[config.mk]
export PLATFORM = sky130hd
export DESIGN_NAME = waveform_buffer_ctrl
export DESIGN_NICKNAME = d
export VERILOG_FILES = /design/src/rtl/waveform_buffer_ctrl_pkg.sv /design/src/rtl/waveform_buffer_ctrl_sample_fifo.sv /design/src/rtl/waveform_buffer_ctrl.sv
export SDC_FILE = /design/constraint.sdc
export NUM_CORES = 1
export LEC_CHECK = 0
export BUFFER_PORTS_ARGS = -buffer_cell sky130_fd_sc_hd__buf_2
export CAP_MARGIN = 10
export CORE_ASPECT_RATIO = 1.75
export CORE_MARGIN = 5
export CORE_UTILIZATION = 40
export CTS_BUF_LIST = sky130_fd_sc_hd__clkbuf_4 sky130_fd_sc_hd__clkbuf_8 sky130_fd_sc_hd__clkbuf_16
export CTS_CLUSTER_DIAMETER = 40
export CTS_CLUSTER_SIZE = 40
export DETAILED_ROUTE_END_ITERATION = 8
export GPL_TIMING_DRIVEN = 0
export PLACE_DENSITY_LB_ADDON = 0.3
export SYNTH_ARGS = -nofsm -noshare
export SYNTH_HDL_FRONTEND = slang
export SYNTH_SLANG_ARGS = --single-unit
[constraint.sdc]
create_clock -name clk -period 10.2 [get_ports clk]
set_clock_uncertainty 0.1 [all_clocks]
set_input_delay 1.02 -clock clk [delete_from_list [all_inputs] [get_ports clk]]
set_output_delay 1.02 -clock clk [all_outputs]
set_load 0.005 [all_outputs]
[src/rtl/waveform_buffer_ctrl_pkg.sv]
// Shared display constants, sample word layout and controller state encoding
// for the waveform sample-history buffer.
package waveform_buffer_ctrl_pkg;

  localparam int unsigned H_ACTIVE = 1024;
  localparam int unsigned V_ACTIVE = 768;
  localparam int unsigned HC_W     = 11;
  localparam int unsigned VC_W     = 10;
  localparam int unsigned WORD_W   = 24;

  typedef struct packed {
    logic [7:0]  raw;
    logic [15:0] mf;
  } sample_word_t;

  typedef enum logic [1:0] {
    S_CLEAR = 2'd0,
    S_BLANK = 2'd1,
    S_DISP  = 2'd2
  } state_t;

  function automatic logic in_active(input logic [HC_W-1:0] hc, input logic [VC_W-1:0] vc);
    return (hc < HC_W'(H_ACTIVE)) && (vc < VC_W'(V_ACTIVE));
  endfunction

endpackage

[src/rtl/waveform_buffer_ctrl_sample_fifo.sv]
// Synchronous sample FIFO with simultaneous push/pop; a push that finds the
// FIFO full with no pop in the same cycle is dropped and flagged.
module sample_fifo
  import waveform_buffer_ctrl_pkg::*;
#(
  parameter int unsigned AW = 3
) (
  input  logic         clk,
  input  logic         reset,
  input  logic         push,
  input  sample_word_t wdata,
  input  logic         pop,
  output sample_word_t rdata_c,
  output logic         full_c,
  output logic         empty_c,
  output logic         drop_c
);

  localparam int unsigned DEPTH = 1 << AW;
  localparam int unsigned CW    = AW + 1;

  sample_word_t  mem [DEPTH];
  logic [AW-1:0] wr_idx;
  logic [AW-1:0] rd_idx;
  logic [CW-1:0] count;
  logic          do_push;
  logic          do_pop;

  // A pop in the same cycle frees the slot a full-FIFO push needs.
  always_comb begin
    full_c  = (count == CW'(DEPTH));
    empty_c = (count == '0);
    do_pop  = pop && !empty_c;
    do_push = push && (!full_c || do_pop);
    drop_c  = push && full_c && !do_pop;
    rdata_c = mem[rd_idx];
  end

  always_ff @(posedge clk) begin
    if (do_push) mem[wr_idx] <= wdata;
  end

  always_ff @(posedge clk or posedge reset) begin
    if (reset) begin
      wr_idx <= '0;
      rd_idx <= '0;
      count  <= '0;
    end else begin
      if (do_push) wr_idx <= wr_idx + AW'(1);
      if (do_pop)  rd_idx <= rd_idx + AW'(1);
      case ({do_push, do_pop})
        2'b10:   count <= count + CW'(1);
        2'b01:   count <= count - CW'(1);
        default: count <= count;
      endcase
    end
  end

endmodule

[src/rtl/waveform_buffer_ctrl.sv]
// Sample-history controller: clears the circular sample RAM, queues incoming
// samples, drains them in blanking and serves per-column display reads.
module waveform_buffer_ctrl
  import waveform_buffer_ctrl_pkg::*;
#(
  parameter int unsigned ADDR_W  = 10,
  parameter int unsigned FIFO_AW = 3,
  parameter logic [7:0]  RAW_MID = 8'h80
) (
  input  logic              clk,
  input  logic              reset,
  input  logic              sample_valid,
  input  logic [7:0]        sample_raw,
  input  logic [15:0]       sample_mf,
  input  logic              freeze,
  input  logic [HC_W-1:0]   hcount,
  input  logic [VC_W-1:0]   vcount,
  output logic [ADDR_W-1:0] ram_addr,
  output logic              ram_we,
  output logic [WORD_W-1:0] ram_wdata,
  input  logic [WORD_W-1:0] ram_rdata,
  output logic [7:0]        signal_raw_out,
  output logic [15:0]       signal_mf_out,
  output logic [HC_W-1:0]   pix_col,
  output logic              pix_valid,
  output logic              clear_busy,
  output logic              overflow
);

  state_t            st;
  state_t            mode_c;
  logic [ADDR_W-1:0] clr_cnt;
  logic [ADDR_W-1:0] wr_ptr;
  logic [ADDR_W-1:0] base_ptr;
  logic [ADDR_W-1:0] rd_base_c;
  logic              frame_start_c;
  logic              push_c;
  logic              pop_c;
  logic              full_c;
  logic              empty_c;
  logic              drop_c;
  sample_word_t      in_word;
  sample_word_t      head_c;
  sample_word_t      rd_word;
  logic              rd_q;
  logic [HC_W-1:0]   col_q;

  assign in_word = '{raw: sample_raw, mf: sample_mf};
  assign rd_word = ram_rdata;

  sample_fifo #(.AW(FIFO_AW)) u_fifo (
    .clk     (clk),
    .reset   (reset),
    .push    (push_c),
    .wdata   (in_word),
    .pop     (pop_c),
    .rdata_c (head_c),
    .full_c  (full_c),
    .empty_c (empty_c),
    .drop_c  (drop_c)
  );

  // Display/blank is decided from the live raster position every cycle; the
  // frame-start base is forwarded so column 0 already uses the new base.
  always_comb begin
    mode_c        = (st == S_CLEAR) ? S_CLEAR : (in_active(hcount, vcount) ? S_DISP : S_BLANK);
    frame_start_c = (hcount == '0) && (vcount == '0) && !freeze;
    rd_base_c     = frame_start_c ? (wr_ptr - ADDR_W'(H_ACTIVE)) : base_ptr;
    push_c        = sample_valid && !freeze;
    pop_c         = (mode_c == S_BLANK) && !empty_c;
    clear_busy    = (st == S_CLEAR) && !reset;
  end

  // RAM port ownership: clear sweep, display read, or FIFO drain.
  always_comb begin
    ram_we    = 1'b0;
    ram_addr  = '0;
    ram_wdata = '0;
    case (mode_c)
      S_CLEAR: begin
        ram_we    = !reset;
        ram_addr  = clr_cnt;
        ram_wdata = reset ? '0 : {RAW_MID, 16'h0000};
      end
      S_DISP: begin
        ram_addr = rd_base_c + ADDR_W'(hcount);
      end
      default: begin
        if (pop_c) begin
          ram_we    = 1'b1;
          ram_addr  = wr_ptr;
          ram_wdata = head_c;
        end
      end
    endcase
  end

  always_ff @(posedge clk or posedge reset) begin
    if (reset) begin
      st             <= S_CLEAR;
      clr_cnt        <= '0;
      wr_ptr         <= '0;
      base_ptr       <= '0;
      rd_q           <= 1'b0;
      col_q          <= '0;
      pix_valid      <= 1'b0;
      pix_col        <= '0;
      signal_raw_out <= '0;
      signal_mf_out  <= '0;
      overflow       <= 1'b0;
    end else begin
      if (st == S_CLEAR) begin
        clr_cnt <= clr_cnt + ADDR_W'(1);
        if (clr_cnt == '1) st <= S_BLANK;
      end
      if (pop_c)         wr_ptr   <= wr_ptr + ADDR_W'(1);
      if (frame_start_c) base_ptr <= rd_base_c;
      if (drop_c)        overflow <= 1'b1;
      rd_q      <= (mode_c == S_DISP);
      col_q     <= hcount;
      pix_valid <= rd_q;
      pix_col   <= col_q;
      if (rd_q) begin
        signal_raw_out <= rd_word.raw;
        signal_mf_out  <= rd_word.mf;
      end
    end
  end

endmodule
## Word level (Yosys, flattened, before mapping)

Memory sizes are Yosys's and may differ from the RTL's.
Index checks and enable logic that the tools add are counted.

| operators by class | value |
|---|---|
| add/sub/neg operators | 7 |
| multiply operators | 0 |
| div/mod/pow operators | 0 |
| order comparisons | 2 |
| eq/ne operators | 6 |
| shifts and indexed selects | 0 |
| mux-type cells | 13 |
| bitwise operators | 0 |
| reduce and logical (&&, ||, !) cells | 23 |

Operator list:

| kind | number |
|---|---|
| $mux 24 | 2 |
| $pmux 24 s2 | 1 |
| $add 10x1->10 const B | 2 |
| $mux 10 | 2 |
| $pmux 10 s2 | 1 |
| $logic_not 11->1 | 1 |
| $lt 11x11->1 const B | 1 |
| $add 10x10->10 | 1 |
| $eq 10x10->1 const B | 1 |
| $logic_and 1x1->1 | 10 |
| $logic_not 10->1 | 1 |
| $lt 10x10->1 const B | 1 |
| $pmux 4 s2 | 1 |
| $add 3x1->3 const B | 2 |
| $logic_not 1->1 | 5 |
| $add 4x1->4 const B | 1 |
| $eq 2x1->1 const B | 2 |
| $eq 2x2->1 const B | 2 |
| $eq 4x4->1 const B | 1 |
| $logic_not 2->1 | 2 |
| $logic_not 4->1 | 1 |
| $mux 2 | 2 |
| $sub 4x1->4 const B | 1 |
| $mux 1 | 3 |
| 4 further kinds | 4 |

| storage, ports and cells | value |
|---|---|
| bits in registers | 90 |
| latch bits | 0 |
| memory bits (writable) | 192 |
| bits in read-only memories | 0 |
| input port bits | 73 |
| memories kept | 1 |

Memories:

| name | depth | width | read ports | clocked after memory_dff | wr ports | line | source |
|---|---|---|---|---|---|---|---|
| u_fifo.mem | 8 | 24 | 1 | 0 | 1 | waveform_buffer_ctrl_sample_fifo.sv:22 | `sample_word_t mem [DEPTH];` |

## Depth between registers and ports, before layout

| logic depth | value |
|---|---|
| depth in word-level cells | 11 |
| gate-level depth with buffers | 13 |
| mapped depth without buffers | 12 |

## Hierarchy

A second synthesis with hierarchy kept.

| second synthesis, totals | value |
|---|---|
| cell total of the unflattened synthesis | 649 |
| area, all modules | 11622.4 µm² |

Modules (own cells, without submodules):

| module | times used | cells each | area an instance (µm²) | seq. area each (µm²) |
|---|---|---|---|---|
| sample_fifo | 1 | 351 | 7935.1 | 6015.8 |
| waveform_buffer_ctrl | 1 | 298 | 3687.3 | 2001.9 |

## Worst setup path before layout

OpenSTA, ideal clock, no wires.

| timing | value |
|---|---|
| kind | input-to-output |
| start | input port hcount[4] |
| end | output port ram_addr[8] |
| arrival time | 4.423 ns |
| required time | 9.080 ns |
| setup slack | 4.657 ns |
| cell stages on the path | 12 |
| buffers on the path | 1 |
| cell sequence | or4_4 nor3_2 buf_2 mux2_2 ha_1 fa_1 a21o_1 a21oi_1 o21bai_1 a221oi_1 xnor2_1 a221o_1 |

RTL lines:

| what | line | source |
|---|---|---|
| start, declared | waveform_buffer_ctrl.sv:16 | `input logic [HC_W-1:0] hcount,` |
| $logic_not 11->1 | waveform_buffer_ctrl.sv:67 | `frame_start_c = (hcount == '0) && (vcount == '0) && !freeze;` |
| $logic_and 1x1->1 (2 in series) | waveform_buffer_ctrl.sv:67 |  |
| $mux 10 | waveform_buffer_ctrl.sv:68 | `rd_base_c = frame_start_c ? (wr_ptr - ADDR_W'(H_ACTIVE)) : base_ptr;` |
| net rd_base_c[0] | waveform_buffer_ctrl.sv:35 | `logic [ADDR_W-1:0] rd_base_c;` |
| $add 10x10->10 | waveform_buffer_ctrl.sv:86 | `ram_addr = rd_base_c + ADDR_W'(hcount);` |
| $pmux 10 s2 | waveform_buffer_ctrl.sv:79 | `case (mode_c)` |
| end, declared | waveform_buffer_ctrl.sv:18 | `output logic [ADDR_W-1:0] ram_addr,` |

The timed path passes the listed nets, and every way through them passes these cells.

## Worst setup path after layout

| timing | value |
|---|---|
| start | input port hcount[0] |
| end | output port ram_addr[8] |

The elaborated chain is that of the path after synthesis.

==> impl_metrics.tcl <==
set metrics [dict create \
    crit_end "ram_addr[8]" \
    dp.cells 1157 \
    grt_pass1_wl_um 36730 \
    design_area_mm2 0.01367 \
    synth_top_area_share_pct 50.75 \
    die-area_mm2 0.03200 \
    r2r-start "st[0]$_DFFE_PP0P_" \
    post_cts_buffers 0 \
    ctsHoldBuffers 0 \
    fin_util_pct 48.86 \
    num_antenna_cells 0 \
    area_delta_synth_final_pct 20.32 \
    ctsResizeCount 0 \
    fin_setup_tns_ns 0 \
    worstMarginPinSlew_ns 0.9717 \
    post-route-period-util_pct 67.81 \
    crit_arrival_ns 5.80 \
    cts_root_buffer "clkbuf_16" \
    worstHoldPathCells 0 \
    finalNetCount 902 \
    wl_per_cell_um 19.90 \
    cap_violations 0 \
    tritoncts "built" \
    hold_class "flop to flop" \
    ir_drop_mv 0.1668 \
    antenna_found_initial 1 \
    grt_remaining_overflow 0 \
    crit_type "input pin to output pin" \
    dp_slack_ns 3.121 \
    drc 0 \
    cp-startpoint "hcount[0]" \
    clkPwrFrac_pct 40.7 \
    fmax_ghz 0.1446 \
    final_cell_count_no_fill 1205 \
    cp.required_ns 9.08 \
    maxSlewHeadroom_pct 34.87 \
    fin_ws_ns 3.283 \
    grt_start_max_net_pins 67 \
    core_area_mm2 0.02797 \
    synthCells 632 \
    yosysWarnings 0 \
    crit_fanout 10 \
    port_buffers 145 \
    hpwl_um 16590 \
    rr_endpoint "u_fifo.mem[1][7]$_DFFE_PP_" \
    htree_levels 1 \
    total_power_mw 2.565 \
    slew_violations 0 \
    synth_nets 722 \
    numClockSinks 282 \
    placed_cell_area_mm2 0.01271 \
    synth_cell_types 48 \
    switchingPower_mw 0.6265 \
    gr-usage-all-layers_pct 15.12 \
    hold_slack_ns 0.2524 \
    grt_pass1_vias 6593 \
    setup_viol 0 \
    start_util_pct 40.61 \
    yosysSeqAreaShare_pct 70.58 \
    seqPwrFrac_pct 52.3 \
    die_w_um 137.4 \
    swShare_pct 24.43 \
    syn_area_per_cell_um2 17.97 \
    yosys.area.top_type "edfxtp_1" \
    hold_viol 0 \
    p_leak_nw 5.270 \
    drtIter0Drc 313 \
    layout-drive-gt1-share_pct 37.98 \
    rsz0062_at_grt "false" \
    synth_area_leaders "edfxtp_1 (51%), dfrtp_1 (20%), mux4_2 (9.5%)" \
    synth-edff-count 192 \
    clk_latency_ns 0.55 \
    rows 81 \
    pin_count 146 \
    drtPass1Iterations 4 \
    status "finished clean" \
    post-route-min-period_ns 6.917 \
    cp-start-kind "input pin" \
    ys_async_sr_fraction_pct 31.91 \
    cts_made_buffers 26 \
    p_int_mw 1.939 \
    vias 6176 \
    postRouteAntennaNets 0 \
    worst-r2r-setup-slack_ns 7.02 \
    clk_pin_slew_worst_paths_ns 0.06 \
    globalplace.congestion 0.8027 \
    die_height_um 232.9 \
    combPwrFrac_pct 7.0 \
    power_density_mw_per_mm2 187.7 \
    syn-cell-area_mm2 0.01136 \
    wl_um 23980 \
    synth_seq_cells 282 \
    cts_buffer_depth 3 \
    ys.flop_type "edfxtp_1" \
    cp-end-kind "output pin" \
    r2r_cells 6 \
    via_per_inst 5.125 \
]
## synthesized netlist by cell type, types with 4 or more instances
cell / count
a21o_1: 5
a21oi_1: 9
a221o_1: 9
and3_1: 4
buf_1: 4
buf_2: 4
clkbuf_1: 16
dfrtp_1: 90
edfxtp_1: 192
ha_1: 15
inv_1: 9
mux2_2: 45
mux2i_1: 25
mux4_2: 48
nand2_1: 18
nand2b_1: 5
nand3_1: 9
nand4_1: 4
nor2_1: 35
nor2b_1: 10
nor3_1: 4
nor4_1: 5
o21ai_0: 6
xnor2_1: 27
xor2_1: 5
## power groups by stage
| stage | combinational [mW] | clock, mW | sequential, mW |
|---|---|---|---|
| floorplan | 0.0986 | 0 | 1.36 |
| global placement | 0.161 | 0 | 1.36 |
| detailed placement | 0.185 | 0 | 1.37 |
| CTS | 0.186 | 1.07 | 1.34 |
| global route | 0.199 | 1.12 | 1.35 |
| finish | 0.180 | 1.04 | 1.34 |
## critical path: stages
cell and delay [ns]:
buf_2 0.13, nor4_1 0.58, nand4_1 0.31, nor3_2 0.73, buf_2 0.42, mux2_2 0.37
ha_1 0.23, fa_1 0.42, a21o_1 0.20, a21oi_1 0.28, o21bai_1 0.15, a221oi_1 0.38
xnor2_1 0.12, a221o_1 0.33, buf_2 0.13
## layer usage
| layer | up-vias | routed length, um | part of all wire (%) | global-route usage, % |
|---|---|---|---|---|
| met1 | 3142 | 8598 | 36 | 16.65 |
| met2 | 174 | 13410 | 56 | 28.77 |
| met4 | 2 | 519 | 2.2 | 4.557 |
| met3 | 35 | 1433 | 6.0 | 2.834 |
| li1 | 2823 | - | - | - |
| met5 | - | 20 | 0.083 | 0 |
## layout by cell type, fill, tap and decap left out, types with 3 or more instances in the layout
| cell | Yosys | routed |
|---|---|---|
| inv_8 | 0 | 3 |
| mux2i_1 | 25 | 25 |
| ha_1 | 15 | 15 |
| nor3_2 | 1 | 3 |
| a221o_1 | 9 | 9 |
| clkbuf_1 | 16 | 16 |
| o21ai_0 | 6 | 6 |
| dfrtp_1 | 90 | 90 |
| inv_6 | 0 | 3 |
| nand4_1 | 4 | 4 |
| xor2_1 | 5 | 5 |
| xnor2_1 | 27 | 27 |
| edfxtp_1 | 192 | 192 |
| clkbuf_16 | 0 | 26 |
| buf_2 | 4 | 149 |
| nand3_1 | 9 | 9 |
| nor4_1 | 5 | 5 |
| nand2_1 | 18 | 18 |
| inv_1 | 9 | 8 |
| nand2b_1 | 5 | 5 |
| nor2b_1 | 10 | 10 |
| mux2_2 | 45 | 45 |
| nor2_1 | 35 | 29 |
| and3_1 | 4 | 4 |
| buf_1 | 4 | 4 |
| mux4_2 | 48 | 48 |
| buf_6 | 0 | 5 |
| nor2_4 | 0 | 6 |
| a21oi_1 | 9 | 9 |
| clkinv_8 | 0 | 6 |
| a21o_1 | 5 | 5 |
## how the worst min path moves through the flow
| stage | start | to |
|---|---|---|
| after floorplan | col_q[0]$_DFF_PP0_ | pix_col[0]$_DFF_PP0_ |
| after global placement | col_q[3]$_DFF_PP0_ | pix_col[3]$_DFF_PP0_ |
| after detailed placement | col_q[8]$_DFF_PP0_ | pix_col[8]$_DFF_PP0_ |
| after CTS | col_q[6]$_DFF_PP0_ | pix_col[6]$_DFF_PP0_ |
| after global routing | col_q[2]$_DFF_PP0_ | pix_col[2]$_DFF_PP0_ |
| final | col_q[6]$_DFF_PP0_ | pix_col[6]$_DFF_PP0_ |
## registers in the layout (all words and copies together) (netlist names), 3 cells and up
| register | cells |
|---|---|
| u_fifo.wr_idx | 3 |
| signal_raw_out | 8 |
| u_fifo.count | 4 |
| signal_mf_out | 16 |
| pix_col | 11 |
| wr_ptr | 10 |
| clr_cnt | 10 |
| col_q | 11 |
| u_fifo.mem | 192 |
| u_fifo.rd_idx | 3 |
| base_ptr | 10 |
## cell families after synthesis
| kind of cell | count (synthesis) | synth area share [%] |
|---|---|---|
| flops | 282 | 70.58 |
| mux | 118 | 16.18 |
| fa+ha+maj | 17 | 2.005 |
| buf+inv | 35 | 1.344 |
| xor+xnor | 32 | 2.467 |
| compound gates | 43 | 2.732 |
| simple gates | 105 | 4.692 |
## cell type report
type	instances	area [um2]
flip-flops and latches	282	8018
repair buffers	152	829.5
clock buffers	28	665.6
inverters	9	36.28
plain buffers	26	118.9
clock inverters	20	289.0
multi-input cells	315	3244
fillers	2430	14300
well taps	373	466.7
Power figures use the tool's default switching activity.
